$ cat src/rtl/lvds_8b10b_pkg.sv
`default_nettype none
// ============================================================================
// Module      : lvds_8b10b_pkg
// Description : Shared constants for the 8b/10b LVDS frame serializer.
//               Symbol width, K28.5 comma codes and running-disparity
//               encoding. Comma literals are written in transmission order
//               abcdeifghj, so bit 9 of each literal is bit a.
// Revision    : 1.0 - initial release
// ============================================================================
package lvds_8b10b_pkg;

  localparam int SYMBOL_BITS = 10;

  // Running disparity: 0 = RD-, 1 = RD+
  localparam logic RD_NEG = 1'b0;
  localparam logic RD_POS = 1'b1;

  // K28.5 comma, written a..j from MSB to LSB
  localparam logic [SYMBOL_BITS-1:0] K28_5_RDN = 10'b0011111010;
  localparam logic [SYMBOL_BITS-1:0] K28_5_RDP = 10'b1100000101;

  // Converts an abcdeifghj literal (a at MSB) to wire order (a at bit 0)
  function automatic logic [SYMBOL_BITS-1:0] bitrev10(input logic [SYMBOL_BITS-1:0] v);
    logic [SYMBOL_BITS-1:0] r;
    for (int n = 0; n < SYMBOL_BITS; n++) begin
      r[n] = v[SYMBOL_BITS-1-n];
    end
    return r;
  endfunction

endpackage : lvds_8b10b_pkg
`default_nettype wire

$ cat src/rtl/lvds_8b10b_send_enc.sv
`default_nettype none
// ============================================================================
// Module      : enc_8b10b
// Description : Combinational 8b/10b character encoder with running
//               disparity. The 6b and 4b sub-blocks are each chosen by the
//               disparity that is current when they are sent. D.x.A7 and D.07
//               are included. i_is_k selects the K28.5 comma, which is the
//               only control character this link uses.
// Ports       : i_byte  - data byte, HGF EDCBA
//               i_is_k  - 1: emit K28.5 instead of data
//               i_rd    - running disparity in (1 = RD+)
//               o_code  - 10-bit character, bit a at o_code[0]
//               o_rd    - running disparity after the character
// Revision    : 1.0 - initial release
// ============================================================================
module enc_8b10b
  import lvds_8b10b_pkg::*;
(
  input  logic                   i_byte_dummy_unused_guard, // tied off in top
  input  logic [7:0]             i_byte,
  input  logic                   i_is_k,
  input  logic                   i_rd,
  output logic [SYMBOL_BITS-1:0] o_code,
  output logic                   o_rd
);

  logic [4:0] w_x;
  logic [2:0] w_y;
  logic [5:0] w_base6;
  logic [5:0] w_six;
  logic       w_bal6;
  logic       w_rd6;
  logic       w_use_a7;
  logic [3:0] w_base4;
  logic [3:0] w_four;
  logic       w_bal4;
  logic [SYMBOL_BITS-1:0] w_code_msb;

  assign w_x = i_byte[4:0];
  assign w_y = i_byte[7:5];

  // 5b/6b: RD- column in abcdei order; RD+ is the complement for
  // unbalanced codes and identical for balanced ones (D.07 handled below).
  always_comb begin
    w_base6 = 6'b000000;
    case (w_x)
      5'd0:  w_base6 = 6'b100111;
      5'd1:  w_base6 = 6'b011101;
      5'd2:  w_base6 = 6'b101101;
      5'd3:  w_base6 = 6'b110001;
      5'd4:  w_base6 = 6'b110101;
      5'd5:  w_base6 = 6'b101001;
      5'd6:  w_base6 = 6'b011001;
      5'd7:  w_base6 = 6'b111000;
      5'd8:  w_base6 = 6'b111001;
      5'd9:  w_base6 = 6'b100101;
      5'd10: w_base6 = 6'b010101;
      5'd11: w_base6 = 6'b110100;
      5'd12: w_base6 = 6'b001101;
      5'd13: w_base6 = 6'b101100;
      5'd14: w_base6 = 6'b011100;
      5'd15: w_base6 = 6'b010111;
      5'd16: w_base6 = 6'b011011;
      5'd17: w_base6 = 6'b100011;
      5'd18: w_base6 = 6'b010011;
      5'd19: w_base6 = 6'b110010;
      5'd20: w_base6 = 6'b001011;
      5'd21: w_base6 = 6'b101010;
      5'd22: w_base6 = 6'b011010;
      5'd23: w_base6 = 6'b111010;
      5'd24: w_base6 = 6'b110011;
      5'd25: w_base6 = 6'b100110;
      5'd26: w_base6 = 6'b010110;
      5'd27: w_base6 = 6'b110110;
      5'd28: w_base6 = 6'b001110;
      5'd29: w_base6 = 6'b101110;
      5'd30: w_base6 = 6'b011110;
      5'd31: w_base6 = 6'b101011;
      default: w_base6 = 6'b000000;
    endcase
  end

  always_comb begin
    w_bal6 = ($countones(w_base6) == 3);
    if (w_x == 5'd7) begin
      // D.07 is balanced but still has a disparity-dependent form
      w_six = (i_rd == RD_POS) ? 6'b000111 : 6'b111000;
    end else if (!w_bal6 && (i_rd == RD_POS)) begin
      w_six = ~w_base6;
    end else begin
      w_six = w_base6;
    end
    w_rd6 = i_rd ^ ~w_bal6;
  end

  // A7 avoids a run of five equal bits across the e/i-f boundary
  assign w_use_a7 = (w_y == 3'd7) &&
                    (((w_rd6 == RD_NEG) && ((w_x == 5'd17) || (w_x == 5'd18) || (w_x == 5'd20))) ||
                     ((w_rd6 == RD_POS) && ((w_x == 5'd11) || (w_x == 5'd13) || (w_x == 5'd14))));

  // 3b/4b: RD- column in fghj order
  always_comb begin
    w_base4 = 4'b0000;
    case (w_y)
      3'd0: w_base4 = 4'b1011;
      3'd1: w_base4 = 4'b1001;
      3'd2: w_base4 = 4'b0101;
      3'd3: w_base4 = 4'b1100;
      3'd4: w_base4 = 4'b1101;
      3'd5: w_base4 = 4'b1010;
      3'd6: w_base4 = 4'b0110;
      3'd7: w_base4 = w_use_a7 ? 4'b0111 : 4'b1110;
      default: w_base4 = 4'b0000;
    endcase
  end

  always_comb begin
    w_bal4 = ($countones(w_base4) == 2);
    if (w_y == 3'd3) begin
      w_four = (w_rd6 == RD_POS) ? 4'b0011 : 4'b1100;
    end else if (!w_bal4 && (w_rd6 == RD_POS)) begin
      w_four = ~w_base4;
    end else begin
      w_four = w_base4;
    end
  end

  always_comb begin
    w_code_msb = {w_six, w_four};
    o_rd       = w_rd6 ^ ~w_bal4;
    if (i_is_k) begin
      w_code_msb = (i_rd == RD_POS) ? K28_5_RDP : K28_5_RDN;
      o_rd       = ~i_rd;
    end
    o_code = bitrev10(w_code_msb);
  end

endmodule : enc_8b10b
`default_nettype wire

$ cat src/rtl/lvds_8b10b_send.sv
`default_nettype none
// ============================================================================
// Module      : lvds_8b10b_send
// Description : Frame-based 8b/10b serializer for one LVDS transmit pin.
//               A frame is a K28.5 comma followed by NUM_BYTES data
//               characters, one serial bit per clk, no idle gaps. The
//               parallel word is captured on the edge that starts each
//               comma, and data_read_o pulses in the following cycle.
// Ports       : clk         - system clock, rising edge
//               reset       - asynchronous, active-high
//               data        - parallel word, byte 0 (data[7:0]) sent first
//               data_read_o - one-cycle pulse: data captured on that edge
//               serial_o    - serial stream, bit a of each character first
// Options     : LVDS_8B10B_SEND_INVERT_EN - when defined, serial_o carries
//               the inverted stream (swapped LVDS pair) and resets to 1.
// Revision    : 1.0 - initial release
// ============================================================================
module lvds_8b10b_send
  import lvds_8b10b_pkg::*;
#(
  parameter int NUM_BYTES = 2
) (
  input  logic                   clk,
  input  logic                   reset,
  input  logic [8*NUM_BYTES-1:0] data,
  output logic                   data_read_o,
  output logic                   serial_o
);

`ifdef LVDS_8B10B_SEND_INVERT_EN
  localparam logic c_invert = 1'b1;
`else
  localparam logic c_invert = 1'b0;
`endif

  localparam int CW = (NUM_BYTES < 2) ? 1 : $clog2(NUM_BYTES + 1);
  localparam logic [3:0]    c_last_bit  = 4'(SYMBOL_BITS - 1);
  localparam logic [CW-1:0] c_last_char = CW'(NUM_BYTES);

  logic [3:0]               bit_cnt_q,  bit_cnt_d;
  logic [CW-1:0]            char_cnt_q, char_cnt_d;
  logic [8*NUM_BYTES-1:0]   hold_q,     hold_d;
  logic [SYMBOL_BITS-2:0]   shreg_q,    shreg_d;
  logic                     rd_q,       rd_d;
  logic                     data_read_q, data_read_d;
  logic                     serial_q,   serial_d;

  logic [7:0]               w_byte;
  logic                     w_is_k;
  logic [SYMBOL_BITS-1:0]   w_code;
  logic                     w_rd_out;
  logic                     w_tx_bit;

  // Character 0 is the comma; character k>0 carries hold byte k-1
  always_comb begin
    w_byte = 8'h00;
    for (int i = 0; i < NUM_BYTES; i++) begin
      if (char_cnt_q == CW'(i + 1)) begin
        w_byte = hold_q[i*8 +: 8];
      end
    end
  end

  assign w_is_k = (char_cnt_q == '0);

  enc_8b10b u_enc (
    .i_byte_dummy_unused_guard (1'b0),
    .i_byte                    (w_byte),
    .i_is_k                    (w_is_k),
    .i_rd                      (rd_q),
    .o_code                    (w_code),
    .o_rd                      (w_rd_out)
  );

  always_comb begin
    bit_cnt_d   = bit_cnt_q;
    char_cnt_d  = char_cnt_q;
    hold_d      = hold_q;
    shreg_d     = shreg_q;
    rd_d        = rd_q;
    data_read_d = 1'b0;
    w_tx_bit    = shreg_q[0];

    if (bit_cnt_q == 4'd0) begin
      // Load the whole character: bit a goes out now, b..j queue behind it
      w_tx_bit = w_code[0];
      shreg_d  = w_code[SYMBOL_BITS-1:1];
      rd_d     = w_rd_out;
      if (char_cnt_q == '0) begin
        hold_d      = data;
        data_read_d = 1'b1;
      end
    end else begin
      shreg_d = {1'b0, shreg_q[SYMBOL_BITS-2:1]};
    end

    if (bit_cnt_q == c_last_bit) begin
      bit_cnt_d  = 4'd0;
      char_cnt_d = (char_cnt_q == c_last_char) ? '0 : char_cnt_q + 1'b1;
    end else begin
      bit_cnt_d = bit_cnt_q + 4'd1;
    end

    serial_d = w_tx_bit ^ c_invert;
  end

  always_ff @(posedge clk or posedge reset) begin
    if (reset) begin
      bit_cnt_q   <= 4'd0;
      char_cnt_q  <= '0;
      hold_q      <= '0;
      shreg_q     <= '0;
      rd_q        <= RD_NEG;
      data_read_q <= 1'b0;
      serial_q    <= c_invert;
    end else begin
      bit_cnt_q   <= bit_cnt_d;
      char_cnt_q  <= char_cnt_d;
      hold_q      <= hold_d;
      shreg_q     <= shreg_d;
      rd_q        <= rd_d;
      data_read_q <= data_read_d;
      serial_q    <= serial_d;
    end
  end

  assign data_read_o = data_read_q;
  assign serial_o    = serial_q;

endmodule : lvds_8b10b_send
`default_nettype wire

$ cat config.mk
export PLATFORM = sky130hd
export DESIGN_NAME = lvds_8b10b_send
export DESIGN_NICKNAME = d
export VERILOG_FILES = /design/src/rtl/lvds_8b10b_pkg.sv /design/src/rtl/lvds_8b10b_send_enc.sv /design/src/rtl/lvds_8b10b_send.sv
export SDC_FILE = /design/constraint.sdc
export NUM_CORES = 1
export LEC_CHECK = 0
export BUFFER_PORTS_ARGS = -buffer_cell sky130_fd_sc_hd__buf_2
export CAP_MARGIN = 10
export CORE_MARGIN = 2
export CORE_UTILIZATION = 50
export DETAILED_ROUTE_END_ITERATION = 10
export PLACE_DENSITY = 0.71
export REMOVE_ABC_BUFFERS = 1
export SETUP_SLACK_MARGIN = 0.05
export SLEW_MARGIN = 10
export SYNTH_ARGS = -nofsm -noshare
export SYNTH_HDL_FRONTEND = slang
export SYNTH_HIERARCHICAL = 1
export SYNTH_SLANG_ARGS = --single-unit
export TNS_END_PERCENT = 20
$ cat constraint.sdc
create_clock -name clk -period 6.8 [get_ports clk]
set_input_delay 1.36 -clock clk [delete_from_list [all_inputs] [get_ports clk]]
set_output_delay 1.36 -clock clk [all_outputs]
set_load 0.01 [all_outputs]
======== Yosys cells after proc, flatten, opt, wreduce, memory -nomap -nowiden ========
Memory sizes are Yosys's and may differ from the RTL's.
Cells that the tools add are included.
W data, S select, Z words.
storage, ports and cells
  memory bits (read-only) ................. 192
  logic and storage cells ................. 80
  register bits after elaboration ......... 34
  bits of input ports ..................... 18
  memories ................................ 1
  output and inout bits ................... 2
memories
  memory           words  width  read ports  clocked after Yosys merged registers in  write ports  line                       RTL
  (no name shown)  32     6      1           0                                        0            lvds_8b10b_send_enc.sv:46  case (w_x)
operators by class
  reduce and logical (&&, ||, !) cells .... 16
  bitwise gates (word level) .............. 8
  multiplexer cells ....................... 19
  $add $sub $neg .......................... 10
  eq/ne operators ......................... 19
operators with widths
  cell                   count
  $add A32 B32 Y32       3
  $eq A32 B3 Y1 const B  2
  $pmux W4 S8            1
  $mux W10               2
  $mux W4                5
  $mux W6                3
  $mux W8                2
  $eq A5 B4 Y1 const B   3
  $eq A5 B5 Y1 const B   3
  $eq A3 B3 Y1 const B   4
  $add A1 B1 Y2          5
  $mux W9                1
  $eq A3 B2 Y1 const B   2
  $not A6 Y6             1
  $eq A5 B3 Y1 const B   1
  $logic_and A1 B1 Y1    5
  $logic_or A1 B1 Y1     5
  $add A4 B1 Y4 const B  1
  $eq A4 B4 Y1 const B   1
  $logic_not A4 Y1       1
  $mux W1                4
  $not A1 Y1             4
  $not A4 Y4             1
  $eq A3 B1 Y1 const B   1
  9 further kinds        11

======== Longest topological paths before layout ========
An unclocked memory read counts as a cell.
  depth in word-level cells ............... 25
  depth in mapped cells ................... 36
  depth with buffers taken out ............ 34

======== Modules after synthesis ========
Netlist, hierarchy kept.
by module, submodules not included
  module           sequential area each (µm²)  cells each  times used  area each (µm²)
  lvds_8b10b_send  850.8                       95          1           1426.4
  enc_8b10b        0.0                         147         1           1068.5

======== Worst setup path after synthesis ========
OpenSTA, ideal clock, no wires.
  path type ............................... register to register
  start ................................... register char_cnt_q[1]
  end ..................................... register shreg_q[8]
  clock period less this slack ............ 7.194 ns
  path slack .............................. -0.394 ns
  cell stages (with the launch flop) ...... 33
  arrival ................................. 7.075 ns
  required time ........................... 6.681 ns
  library setup time ...................... 0.119 ns
  path buffers ............................ 2
  cell sequence ........................... dfrtp_1 nor2b_1 clkbuf_1 a22o_1 inv_1 ha_1 mux2_4 mux4_2 inv_1 fa_1 inv_1 ha_1 fa_1 inv_1 fa_1 nand3b_1 ha_1 and4bb_1 a32oi_1 o21ai_2 a211oi_1 fa_1 inv_1 ha_1 ha_1 nand2_1 ha_1 clkbuf_1 nor2b_1 o211ai_1 nor4b_1 nor4_1 and2_1
on the way
  cells in the longest elaborated chain, start to end .. 25
  elaborated cells on any way between the ends .. 51
  those cells by class .................... 8 x add/sub; 17 x eq/ne; 9 x mux; 4 x bitwise; 12 x reduce/logical; 1 x memory
RTL lines
  what                                                  line                        RTL
  from (decl)                                           lvds_8b10b_send.sv:41       logic [CW-1:0] char_cnt_q, char_cnt_d;
  from (signal assigned)                                lvds_8b10b_send.sv:118      char_cnt_q <= char_cnt_d;
  $eq A2 B1 Y1                                          lvds_8b10b_send.sv:58       if (char_cnt_q == CW'(i + 1)) begin
  $mux W8                                               lvds_8b10b_send.sv:58
  $mux W8 (*)                                           lvds_8b10b_send.sv:58
  net w_byte[0]                                         lvds_8b10b_send.sv:48       logic [7:0] w_byte;
  $mem_v2 Z32 W6                                        n/a
  $add A1 B1 Y2 (not written as such)                   lvds_8b10b_send_enc.sv:84   w_bal6 = ($countones(w_base6) == 3);
  $add A32 B32 Y32 (not written as such) (2 in series)  lvds_8b10b_send_enc.sv:84
  $eq A32 B3 Y1                                         lvds_8b10b_send_enc.sv:84
  [11 not listed]                                       n/a
  $logic_not A1 Y1                                      lvds_8b10b_send_enc.sv:121  end else if (!w_bal4 && (w_rd6 == RD_POS)) begin
  $logic_and A1 B1 Y1                                   lvds_8b10b_send_enc.sv:121
  $mux W4                                               lvds_8b10b_send_enc.sv:121
  $mux W4 (*)                                           lvds_8b10b_send_enc.sv:119  if (w_y == 3'd3) begin
  $mux W10 (*)                                          lvds_8b10b_send_enc.sv:131  if (i_is_k) begin
  net w_code[9]                                         lvds_8b10b_send.sv:50       logic [SYMBOL_BITS-1:0] w_code;
  $mux W9 (*)                                           lvds_8b10b_send.sv:84       if (bit_cnt_q == 4'd0) begin
  net shreg_d[8]                                        lvds_8b10b_send.sv:43       logic [SYMBOL_BITS-2:0] shreg_q, shreg_d;
  to (signal assigned)                                  lvds_8b10b_send.sv:120      shreg_q <= shreg_d;
  to (decl)                                             lvds_8b10b_send.sv:43
Mark *: on every way through the listed nets, which the timed path passes. The rest lies on a longest branch.
A chain may end at the register's enable or synchronous reset.

======== Worst setup path after layout ========
Same ends and word-level chain as after synthesis.

==> results by group <==
Worst setup path
  • Setup CP Type: reg -> reg
  • WP buf/inv: 5
  • Crit path to: shreg_q[8]$_DFF_PP0_
  • Reg-to-reg endpoint: shreg_q[8]$_DFF_PP0_
  • Max incr delay on CP: 0.54 ns
  • CP endpoint kind: flip-flop
  • CP delay by family, top: adder cells
  • Worst r2r src: char_cnt_q[1]$_DFFE_PP0N_
  • Critical path origin: char_cnt_q[1]$_DFFE_PP0N_
  • Critical path fanouts, max: 6
  • Instance count on the critical path: 32
  • Worst Path Arrival: 7.00 ns
  • Worst-path cell with the longest stage delay: fa_1
  • Setup slack, reg-to-reg: 0.01 ns
  • CP Data Required Time: 7.02 ns
  • Most common cell on crit path: ha_4
  • Critical path launch point type: flip-flop
  • R2R cell count: 32

Detailed routing
  • Initial DRC count: 46
  • Final WL: 5191 um
  • Post-route ant nets: 0
  • Detailed Routing Iterations Pass 1: 4
  • Post-DR wirelength/cell: 14.38 um
  • Vias after detailed routing: 1,951
  • Vias per cell: 5.404
  • DR DRC count: 0

Layout
  • Utilization after layout: 66.68%
  • Synth-to-layout area growth: 27.27%
  • Nets: 328
  • Fillers: 366
  • Number of diodes: 0
  • Layout cells sized above 1: 45.24%

Power
  • Clock network fraction of total power: 19.8%
  • Seq pwr share: 30.2%
  • Cell area power density: 237.1 mW/mm2
  • P_sw: 251.9 uW
  • Overall Power: 751.8 uW
  • P_leak: 1.523 nW
  • Max IR drop VDD: 148.0 uV
  • Int Power: 499.9 uW
  • Switching share of power: 33.51%
  • Comb pwr share: 50.0%

Status
  • Status: completed

Clock tree
  • Clock Latency Late Sink: 0.29 ns
  • TritonCTS buffer count: 5
  • CTS Buffer Depth: 2
  • Sink Count: 34
  • Root buf cell: clkbuf_8
  • Hold_buf cts: 0
  • CTS tree: done
  • Clk slew on worst S/H paths: 0.07 ns
  • H-tree Lvls: 2

Yosys
  • Cells after Synth: 241
  • Syn_area_per_cell: 10.34 um2
  • Post-Syn Area: 0.002491 mm2
  • Yosys synthesis warning count: 6

Timing
  • Slew @ Worst Pin: 0.9360 ns
  • Minimum clock period: 6.788 ns
  • Hold Vio Cnt, Final: 0
  • Skew final: 0.006603 ns
  • Max frequency: 0.1473 GHz
  • Setup WS post-layout: 0.01206 ns
  • Max Transition Viols Final: 0
  • Slew HR: 37.37%
  • Period utilization: 99.82%
  • RSZ-0062 raised after global routing: yes
  • Setup Viol. Count Final: 0

Place
  • Buffers on Ports: 19
  • Hpwl dp: 3719 um
  • Setup WS pre-CTS: -0.4163 ns
  • Gpl congestion: 0.8547

Global routing
  • Largest net degree at the start of global routing: 35
  • GRT Residual Overflow: 0
  • First-pass GRT wire length: 8666 um
  • All-Layer GR Usage: 20.57%
  • Antenna violations before repair: 0
  • Number of global-route vias before repair: 1,941

Worst hold path
  • Worst hold path class: reg -> reg
  • Min-delay src: shreg_q[0]$_DFF_PP0_

Floorplan
  • Die height: 74.59 um
  • DIE AREA: 0.005563 mm2
  • Core ar.: 0.004755 mm2
  • Starting Density: 52.39%
  • Row count: 25
  • Io pins: 20
  • Die width: 74.59 um

Job
  • Max-cap viol count: 0
area by class of cell:
class	instances	area, um2	share of cell area, %
clock inverter	1	5.005	0.1579
tap	67	83.83	2.644
inverter	19	71.32	2.249
multi-input combinational	172	1655	52.21
clock buffer	7	86.33	2.723
timing repair buffer	61	417.9	13.18
sequential	34	850.8	26.84
placed cells by master (no fill, tap or decap), types with 7 or more instances in the layout:
cell type   n
buf_4      40
dfrtp_1    34
mux2_2     20
buf_2      19
inv_1      15
nand2_1    12
mux2_4     10
xnor2_1    10
a21oi_1     9
a22o_1      8
nor2_1      7
sequential cells by signal, summed over array words and instances, names as in the netlist:
signal / cells
bit_cnt_q: 4
char_cnt_q: 2
data_read_o: 1
hold_q: 16
rd_q: 1
serial_o: 1
shreg_q: 9
metrics by stage:
| stage | std cells | hold slack [ns] | area, um2 | setup TNS [ns] |
|---|---|---|---|---|
| after floorplan | 225 | 0.4556 | 2402 | -1.267 |
| after global placement | 345 | 0.4580 | 2836 | -0.6726 |
| after detailed placement | 345 | 0.4637 | 2836 | -1.382 |
| after CTS | 359 | 0.4789 | 3109 | 0 |
| after global routing | 361 | 0.4836 | 3171 | -0.9652 |
| final | 361 | 0.4757 | 3171 | 0 |
timing repair:
item | CTS | global route
pin swaps | 17 | 9
gates resized for setup | 32 | 9
endpoints found under the setup margin | 4 | 5
setup buffers | 6 | 2
power groups by stage:
stage | Combinational, mW | Sequential [mW] | Clock [mW]
2_1_floorplan | 0.202 | 0.228 | 0
3_3_place_gp | 0.298 | 0.229 | 0
3_5_place_dp | 0.302 | 0.229 | 0
4_1_cts | 0.356 | 0.227 | 0.154
5_1_grt | 0.414 | 0.229 | 0.163
6_report | 0.376 | 0.227 | 0.149
per-layer routing:
layer	GRT usage, %	up-vias	routed length (um)
met5	0	-	0
met4	7.540	0	81
met3	3.930	8	141
met2	35.10	38	2643
met1	25.99	950	2325
li1	-	955	-
worst min path at each step:
stage               slack, ns              endpoint  cells after the start
global placement         0.46  shreg_q[2]$_DFF_PP0_                      1
CTS                      0.48    serial_o$_DFF_PP0_                      1
detailed placement       0.46    serial_o$_DFF_PP0_                      1
finish                   0.48    serial_o$_DFF_PP0_                      1
global route             0.48    serial_o$_DFF_PP0_                      1
floorplan                0.46    serial_o$_DFF_PP0_                      1
Note: power is estimated with default switching activity, not from simulation.
